===== src/rtl/sha256_pkg.sv =====
// rtl/sha256_pkg.sv - shared SHA-256 controller states, round constants and IV
package sha256_pkg;

  localparam int NUM_ROUNDS = 64;
  localparam int MSG_WORDS  = 16;
  localparam int ROUND_W    = $clog2(NUM_ROUNDS);

  typedef enum logic [2:0] {
    IDLE  = 3'd0,
    LOAD  = 3'd1,
    ROUND = 3'd2,
    FINAL = 3'd3,
    DONE  = 3'd4
  } state_t;

  // Initial hash value H0..H7, also consumed by the datapath's IV mux.
  localparam logic [31:0] IV [0:7] = '{
    32'h6a09e667, 32'hbb67ae85, 32'h3c6ef372, 32'ha54ff53a,
    32'h510e527f, 32'h9b05688c, 32'h1f83d9ab, 32'h5be0cd19
  };

  function automatic logic [31:0] iv_word(input int unsigned i);
    return IV[i[2:0]];
  endfunction

endpackage


===== src/rtl/sha256_round_cnt.sv =====
// rtl/sha256_round_cnt.sv - round index counter with enable, clear and terminal count
module sha256_round_cnt #(
  parameter int N = 64,
  parameter int W = $clog2(N)
) (
  input  logic         CLK,
  input  logic         RST,
  input  logic         en,
  input  logic         clr,
  output logic [W-1:0] cnt,
  output logic         tc
);

  assign tc = (cnt == W'(N - 1));

  // Wraps to zero on terminal count so the next block starts at round 0.
  always_ff @(posedge CLK or posedge RST) begin
    if (RST) begin
      cnt <= '0;
    end else if (clr || (en && tc)) begin
      cnt <= '0;
    end else if (en) begin
      cnt <= cnt + W'(1);
    end
  end

endmodule


===== src/rtl/sha256_core_ctrl.sv =====
// rtl/sha256_core_ctrl.sv - SHA-256 compression sequencing controller
module sha256_core_ctrl #(
  parameter int NUM_ROUNDS = 64,
  parameter int MSG_WORDS  = 16,
  parameter int CNT_W      = 32
) (
  input  logic                          CLK,
  input  logic                          RST,
  input  logic                          blk_valid,
  input  logic                          blk_first,
  input  logic                          blk_last,
  output logic                          blk_ready,
  output logic                          ld_msg,
  output logic                          ld_work,
  output logic                          work_src_iv,
  output logic                          ld_hash,
  output logic                          hash_src_iv,
  output logic                          round_en,
  output logic [$clog2(NUM_ROUNDS)-1:0] round_idx,
  output logic                          w_src_msg,
  output logic                          digest_valid,
  input  logic                          digest_ready,
  output logic                          busy,
  output logic [CNT_W-1:0]              blk_count
);
  import sha256_pkg::*;

  localparam int RW = $clog2(NUM_ROUNDS);

  state_t state;
  logic   first_q;
  logic   last_q;
  logic   round_tc;

  sha256_round_cnt #(.N(NUM_ROUNDS), .W(RW)) u_round_cnt (
    .CLK (CLK),
    .RST (RST),
    .en  (state == ROUND),
    .clr (state != ROUND),
    .cnt (round_idx),
    .tc  (round_tc)
  );

  assign blk_ready = (state == IDLE);

  // Strobes are registered against the state being entered, so each one
  // is high for exactly the cycles the FSM spends in the matching state.
  always_ff @(posedge CLK or posedge RST) begin
    if (RST) begin
      state        <= IDLE;
      first_q      <= 1'b0;
      last_q       <= 1'b0;
      blk_count    <= '0;
      ld_msg       <= 1'b0;
      ld_work      <= 1'b0;
      work_src_iv  <= 1'b0;
      ld_hash      <= 1'b0;
      hash_src_iv  <= 1'b0;
      round_en     <= 1'b0;
      w_src_msg    <= 1'b0;
      digest_valid <= 1'b0;
      busy         <= 1'b0;
    end else begin
      case (state)
        IDLE: begin
          if (blk_valid && blk_ready) begin
            first_q     <= blk_first;
            last_q      <= blk_last;
            ld_msg      <= 1'b1;
            ld_work     <= 1'b1;
            work_src_iv <= blk_first;
            ld_hash     <= blk_first;
            hash_src_iv <= blk_first;
            busy        <= 1'b1;
            state       <= LOAD;
          end
        end
        LOAD: begin
          ld_msg      <= 1'b0;
          ld_work     <= 1'b0;
          work_src_iv <= 1'b0;
          ld_hash     <= 1'b0;
          hash_src_iv <= 1'b0;
          if (first_q) begin
            blk_count <= '0;
          end
          round_en  <= 1'b1;
          w_src_msg <= (MSG_WORDS > 0);
          state     <= ROUND;
        end
        ROUND: begin
          // Looks one round ahead: this value is seen during round_idx+1.
          w_src_msg <= (int'(round_idx) < MSG_WORDS - 1);
          if (round_tc) begin
            round_en  <= 1'b0;
            w_src_msg <= 1'b0;
            ld_hash   <= 1'b1;
            state     <= FINAL;
          end
        end
        FINAL: begin
          ld_hash <= 1'b0;
          if (blk_count != {CNT_W{1'b1}}) begin
            blk_count <= blk_count + CNT_W'(1);
          end
          if (last_q) begin
            digest_valid <= 1'b1;
            state        <= DONE;
          end else begin
            busy  <= 1'b0;
            state <= IDLE;
          end
        end
        DONE: begin
          if (digest_ready) begin
            digest_valid <= 1'b0;
            busy         <= 1'b0;
            state        <= IDLE;
          end
        end
        default: begin
          state <= IDLE;
        end
      endcase
    end
  end

endmodule

===== config.mk =====
export PLATFORM = sky130hd
export DESIGN_NAME = sha256_core_ctrl
export DESIGN_NICKNAME = d
export VERILOG_FILES = /design/src/rtl/sha256_pkg.sv /design/src/rtl/sha256_round_cnt.sv /design/src/rtl/sha256_core_ctrl.sv
export SDC_FILE = /design/constraint.sdc
export NUM_CORES = 1
export LEC_CHECK = 0
export BUFFER_PORTS_ARGS = -buffer_cell sky130_fd_sc_hd__buf_2
export CAP_MARGIN = 5
export CORE_MARGIN = 2
export CORE_UTILIZATION = 30
export DETAILED_ROUTE_END_ITERATION = 6
export GPL_TIMING_DRIVEN = 0
export HOLD_SLACK_MARGIN = 0.12
export RECOVER_POWER = 50
export SETUP_SLACK_MARGIN = 0.4
export SLEW_MARGIN = 5
export SYNTH_ARGS = -nofsm -noshare
export SYNTH_HDL_FRONTEND = slang
export SYNTH_SLANG_ARGS = --single-unit
export TNS_END_PERCENT = 50

===== constraint.sdc =====
create_clock -name CLK -period 2.8 [get_ports CLK]
set_input_delay 0.14 -clock CLK [delete_from_list [all_inputs] [get_ports CLK]]
set_output_delay 0.14 -clock CLK [all_outputs]
set_load 0.005 [all_outputs]

## Yosys cells after proc, flatten, opt, wreduce, memory -nomap -nowiden

Cells that the tools add are included.
Widths: inputs -> output; s select.

- Bits in registers: 50
- Input port bits: 6

- Muxes and demuxes: 25
- $add $sub $neg: 2
- $lt $le $gt $ge: 1
- Reductions and logical operators: 20
- Eq/ne operators: 14

Operators by type and width:

| operator | count |
|---|---|
| $mux 32 | 2 |
| $pmux 32 s2 | 1 |
| $add 32x1->32 const B | 1 |
| $ne 32x32->1 const B | 1 |
| $pmux 3 s5 | 1 |
| $mux 3 | 4 |
| $mux 6 | 2 |
| $ne 2x2->1 const B | 6 |
| $reduce_and 3->1 | 4 |
| $pmux 1 s2 | 5 |
| $reduce_bool 2->1 | 5 |
| $mux 1 | 8 |
| $add 6x1->6 const B | 1 |
| $eq 3x2->1 const B | 2 |
| $eq 6x6->1 const B | 1 |
| $lt 6x4->1 const B | 1 |
| $pmux 1 s3 | 2 |
| $reduce_and 2->1 | 3 |
| $reduce_bool 3->1 | 2 |
| $reduce_and 4->1 | 1 |
| $eq 3x1->1 const B | 1 |
| $eq 3x3->1 const B | 1 |
| $logic_not 3->1 | 1 |
| $ne 3x2->1 const B | 1 |
| 4 further kinds | 5 |

## Logic depth before layout (Yosys ltp)

- Depth after elaboration: 4
- Gate-level depth with buffers: 7
- Depth with buffers taken out: 6

## Hierarchy

From an unflattened synthesis, not the netlist that was laid out.

- Cell total of the unflattened synthesis: 318
- Area total of the unflattened synthesis: 2827.7 µm²

By module, submodules not included:

| module | cells an instance | area each (µm²) | instances | seq. area each (µm²) |
|---|---|---|---|---|
| sha256_core_ctrl | 282 | 2498.6 | 1 | 1101.1 |
| sha256_round_cnt | 36 | 329.1 | 1 | 150.1 |

## Worst setup path before layout

OpenSTA, ideal clock, no wires.

- Kind: reg2reg
- Start point: register blk_count[0]
- End point: register blk_count[20]
- Clock period less this slack: 1.992 ns
- Stages on the path, launching flop included: 8
- Setup slack: 0.808 ns
- Buffers on the path: 1
- Data arrival time: 1.860 ns
- Path through: dfrtp_1 -> ha_1 -> nand3_1 -> nor4_1 -> nand4_1 -> clkbuf_1 -> a41oi_1 -> a31oi_1

- Word-level cells in the longest chain between the ends: 3
- Elaborated cells between the ends (all ways): 6
- Classes of those cells: 1 x add/sub; 2 x eq/ne; 2 x mux; 1 x reduce/logical

RTL lines:

| item | RTL line | text |
|---|---|---|
| start, declared | sha256_core_ctrl.sv:24 | `output logic [CNT_W-1:0] blk_count` |
| start signal, assigned | sha256_core_ctrl.sv:104 | `blk_count <= blk_count + CNT_W'(1);` |
| $add 32x1->32 or $ne 32x32->1 (tied branches) | sha256_core_ctrl.sv:104, sha256_core_ctrl.sv:103 |  |
| $mux 32 or $ne 2x2->1 (tied branches) | n/a |  |
| $pmux 32 s2 or $reduce_and 3->1 (tied branches) | n/a |  |

Parallel ways exist; a longest one is shown, timed or not. The select of a mux whose other input is x is not followed.
A chain may end at the register's enable or synchronous reset.

## Worst setup path after layout

- Start point: register blk_count[12]
- End point: register blk_count[24]

The elaborated chain is that of the path after synthesis.

==> impl_metrics.py <==
metrics = {
    "yosys": {
        "synth-edff-count": 0,
        "avgSynthCellArea_um2": 9.00,
        "yosysSeqAreaShare_pct": 44.5,
        "synthCells": 312,
        "ys_ff_latch": 50,
        "synth_top_cell_area_share_pct": 44.5,
        "synth_flop_cell": "dfrtp_1",
        "synth_top_area_cell": "dfrtp_1",
        "synth_cell_type_count": 40,
        "synth_area_leaders": "dfrtp_1 (45%), a31oi_1 (6.0%), nand4_1 (4.5%)",
        "yosys_warnings": 0,
        "ys_async_sr_fraction_pct": 100,
        "synth_nets": 320,
        "netlist_area_um2": 2810,
    },
    "cells_and_area": {
        "final_cells": 493,
        "diodes": 0,
        "nets": 389,
        "fillers": 914,
        "final_cell_mix": "dfrtp_1 (49), buf_2 (46), nor2_1 (27), a31oi_1 (27)",
        "drive_gt1_share_pct": 19.9,
        "register_area_um2": 1250,
        "final_common_cell": "dfrtp_1",
        "final_util_pct": 37.8,
        "area_growth_pct": 23.0,
        "final_area_um2": 3460,
        "multiInputGateArea_um2": 1470,
    },
    "route": {
        "wirelength_met1_um": 3880,
        "drtPass1Iterations": 5,
        "drcViolationCount": 0,
        "drtIter0Drc": 203,
        "wl_met3_um": 537,
        "routed_wl_um": 8230,
        "dr_wl_met2_um": 3700,
        "topRoutingLayerUsed": "met4",
        "ant_nets": 0,
        "wl_per_cell_um": 16.7,
        "via_per_inst": 5.74,
        "via_count": 2829,
    },
    "critical_path": {
        "crit_chain": "clkbuf_1, nand4_1, nor4b_4, a21oi_1, o31ai_1, o31ai_1",
        "path_class": "flip-flop to flip-flop",
        "cp_max_fo": 8,
        "cp.required_ns": 2.99,
        "slowest_delay_ns": 0.67,
        "crit_path_end_kind": "flip-flop",
        "critPathArrivalTime_ns": 2.54,
        "crit_path_top_delay_cell": "nor4b_4",
        "cp-start-kind": "flip-flop",
        "cp_common_cell": "o31ai_1",
    },
    "placed_design": {
        "dp_hpwl_um": 5830,
        "dpl.cell_count": 477,
        "portBuffers": 53,
        "gp_congestion": 0.903,
        "placed_area_um2": 3230,
    },
    "outcome": {
        "status": "completed",
    },
    "sta": {
        "finalSetupViolCount": 0,
        "timing_worst_slew_pin_value_ns": 0.907,
        "post-route-period-util_pct": 83.8,
        "slew_violations": 0,
        "tns_ns": 0,
        "rsz0062_at_grt": "true",
        "max_slew_margin_pct": 39.5,
        "finClkSkew_ns": 0.0119,
        "timing.fmax_mhz": 426,
        "finalCriticalPeriod_ns": 2.35,
        "finalHoldViolCount": 0,
    },
    "clocking": {
        "cts.sinks": 50,
        "cts_tree": "yes",
        "cts_root_buffer": "clkbuf_8",
        "numCtsBuffers": 5,
        "cts_max_path_buffers": 2,
        "cts-htree-levels": 2,
        "clock_latency_ns": 0.31,
        "path_clk_slew_ns": 0.10,
    },
    "floorplanning": {
        "die_w_um": 101,
        "rows": 35,
        "die_height_um": 101,
        "start_util_pct": 30.7,
        "core_um2": 9150,
        "ios": 54,
        "dieArea_um2": 10200,
    },
    "power_and_ir_drop": {
        "p_leak_nw": 1.49,
        "powerDensity_nw_per_um2": 659,
        "ir_drop_uv": 233,
    },
    "global_route": {
        "overflow": 0,
        "grt_max_degree": 37,
        "grt_pass1_vias": 2614,
        "grt_usage_pct": 16.5,
        "antenna_found_initial": 0,
        "grt_pass1_wl_um": 13400,
    },
    "flow_run": {
        "max-cap-violations": 0,
    },
    "worst_hold_path": {
        "hp-class": "primary input to flip-flop",
    },
}
kinds of logic (layout without fill, tap and decap cells):
group           count (synthesis)  in the layout  share of synthesized area [%]
mux                             2              2                          0.802
flops                          50             50                           44.5
buf+inv                        26             96                           4.23
simple gates                  138            138                           27.2
xor+xnor                        8              8                           2.49
compound gates                 86             86                           19.8
fa+ha+maj                       2              2                          0.891
cells in the mapped netlist (all sizes together) (3+ instances only):
cell and number:
a21oi 10, a31oi 27, a41oi 4, and3 5, and4 7, buf 6
clkbuf 15, dfrtp 50, inv 5, nand2 21, nand3 21, nand3b 8
nand4 20, nor2 28, nor2b 4, nor3 9, nor4 7, o21ai 19
o31ai 15, o41ai 5, xnor2 5, xor2 3
registers in the layout, summed over array words and instances (netlist names):
| register | count |
|---|---|
| state | 3 |
| ld_hash | 1 |
| blk_count | 32 |
| hash_src_iv | 1 |
| digest_valid | 1 |
| first_q | 1 |
| ld_work | 1 |
| busy | 1 |
| w_src_msg | 1 |
| round_en | 1 |
| u_round_cnt.cnt | 6 |
| last_q | 1 |
power breakdown:
group	switching (mW)	leakage [nW]	total [mW]	internal, mW
sequential	0.0961	0.668	0.921	0.825
combinational	0.439	0.746	0.720	0.281
clock	0.256	0.0714	0.638	0.381
worst max-delay path, delay by kind of cell, from the launching register on:
family	cells	cell delay (ns)
compound gates	3	0.49
buf+inv	1	0.33
flops	1	0.35
simple gates	2	1.08
final timing paths:
kind	from	cells past startpoint	to	slack (ns)
min reg2reg	u_round_cnt.cnt[0]	1	u_round_cnt.cnt[0]	0.50
max reg2reg	blk_count[12]	6	blk_count[24]	0.45
min	blk_valid	3	ld_work	0.15
max in group asynchronous	RST	4	blk_count[9]	1.01
max	blk_count[12]	6	blk_count[24]	0.45
min in group asynchronous	RST	3	u_round_cnt.cnt[1]	0.43
layout make-up:
class | count | share of cell area [%]
multi-input combinational | 236 | 42.5
clock inverter | 2 | 1.74
clock buffer | 6 | 2.39
sequential | 50 | 36.2
tap | 111 | 4.02
buffer | 21 | 3.01
inverter | 5 | 0.543
timing repair buffer | 62 | 9.52
layer usage:
| layer | GRT usage, % | up-vias |
|---|---|---|
| li1 | - | 1333 |
| met1 | 23.8 | 1386 |
| met2 | 24.7 | 99 |
| met3 | 3.33 | 11 |
| met4 | 5.48 | 0 |
| met5 | 0 | - |
per-stage QoR:
step           hold WS (ns)  total power [mW]  setup WS [ns]
2_1_floorplan         0.224              1.40          0.808
3_3_place_gp          0.357              1.63          0.276
3_5_place_dp          0.137              1.65          0.270
4_1_cts               0.137              2.31          0.447
5_1_grt               0.158              2.43          0.365
6_report              0.149              2.28          0.455
what timing repair did:
action | in CTS | in global routing
buffers inserted | 0 | 4
setup endpoints to repair | 22 | 25
hold buffers | 4 | 0
gates resized for setup | 4 | 7
endpoints found under the hold margin | 17 | 0
pin swaps | 0 | 1
No activity file was read; power rests on OpenSTA's default activity.
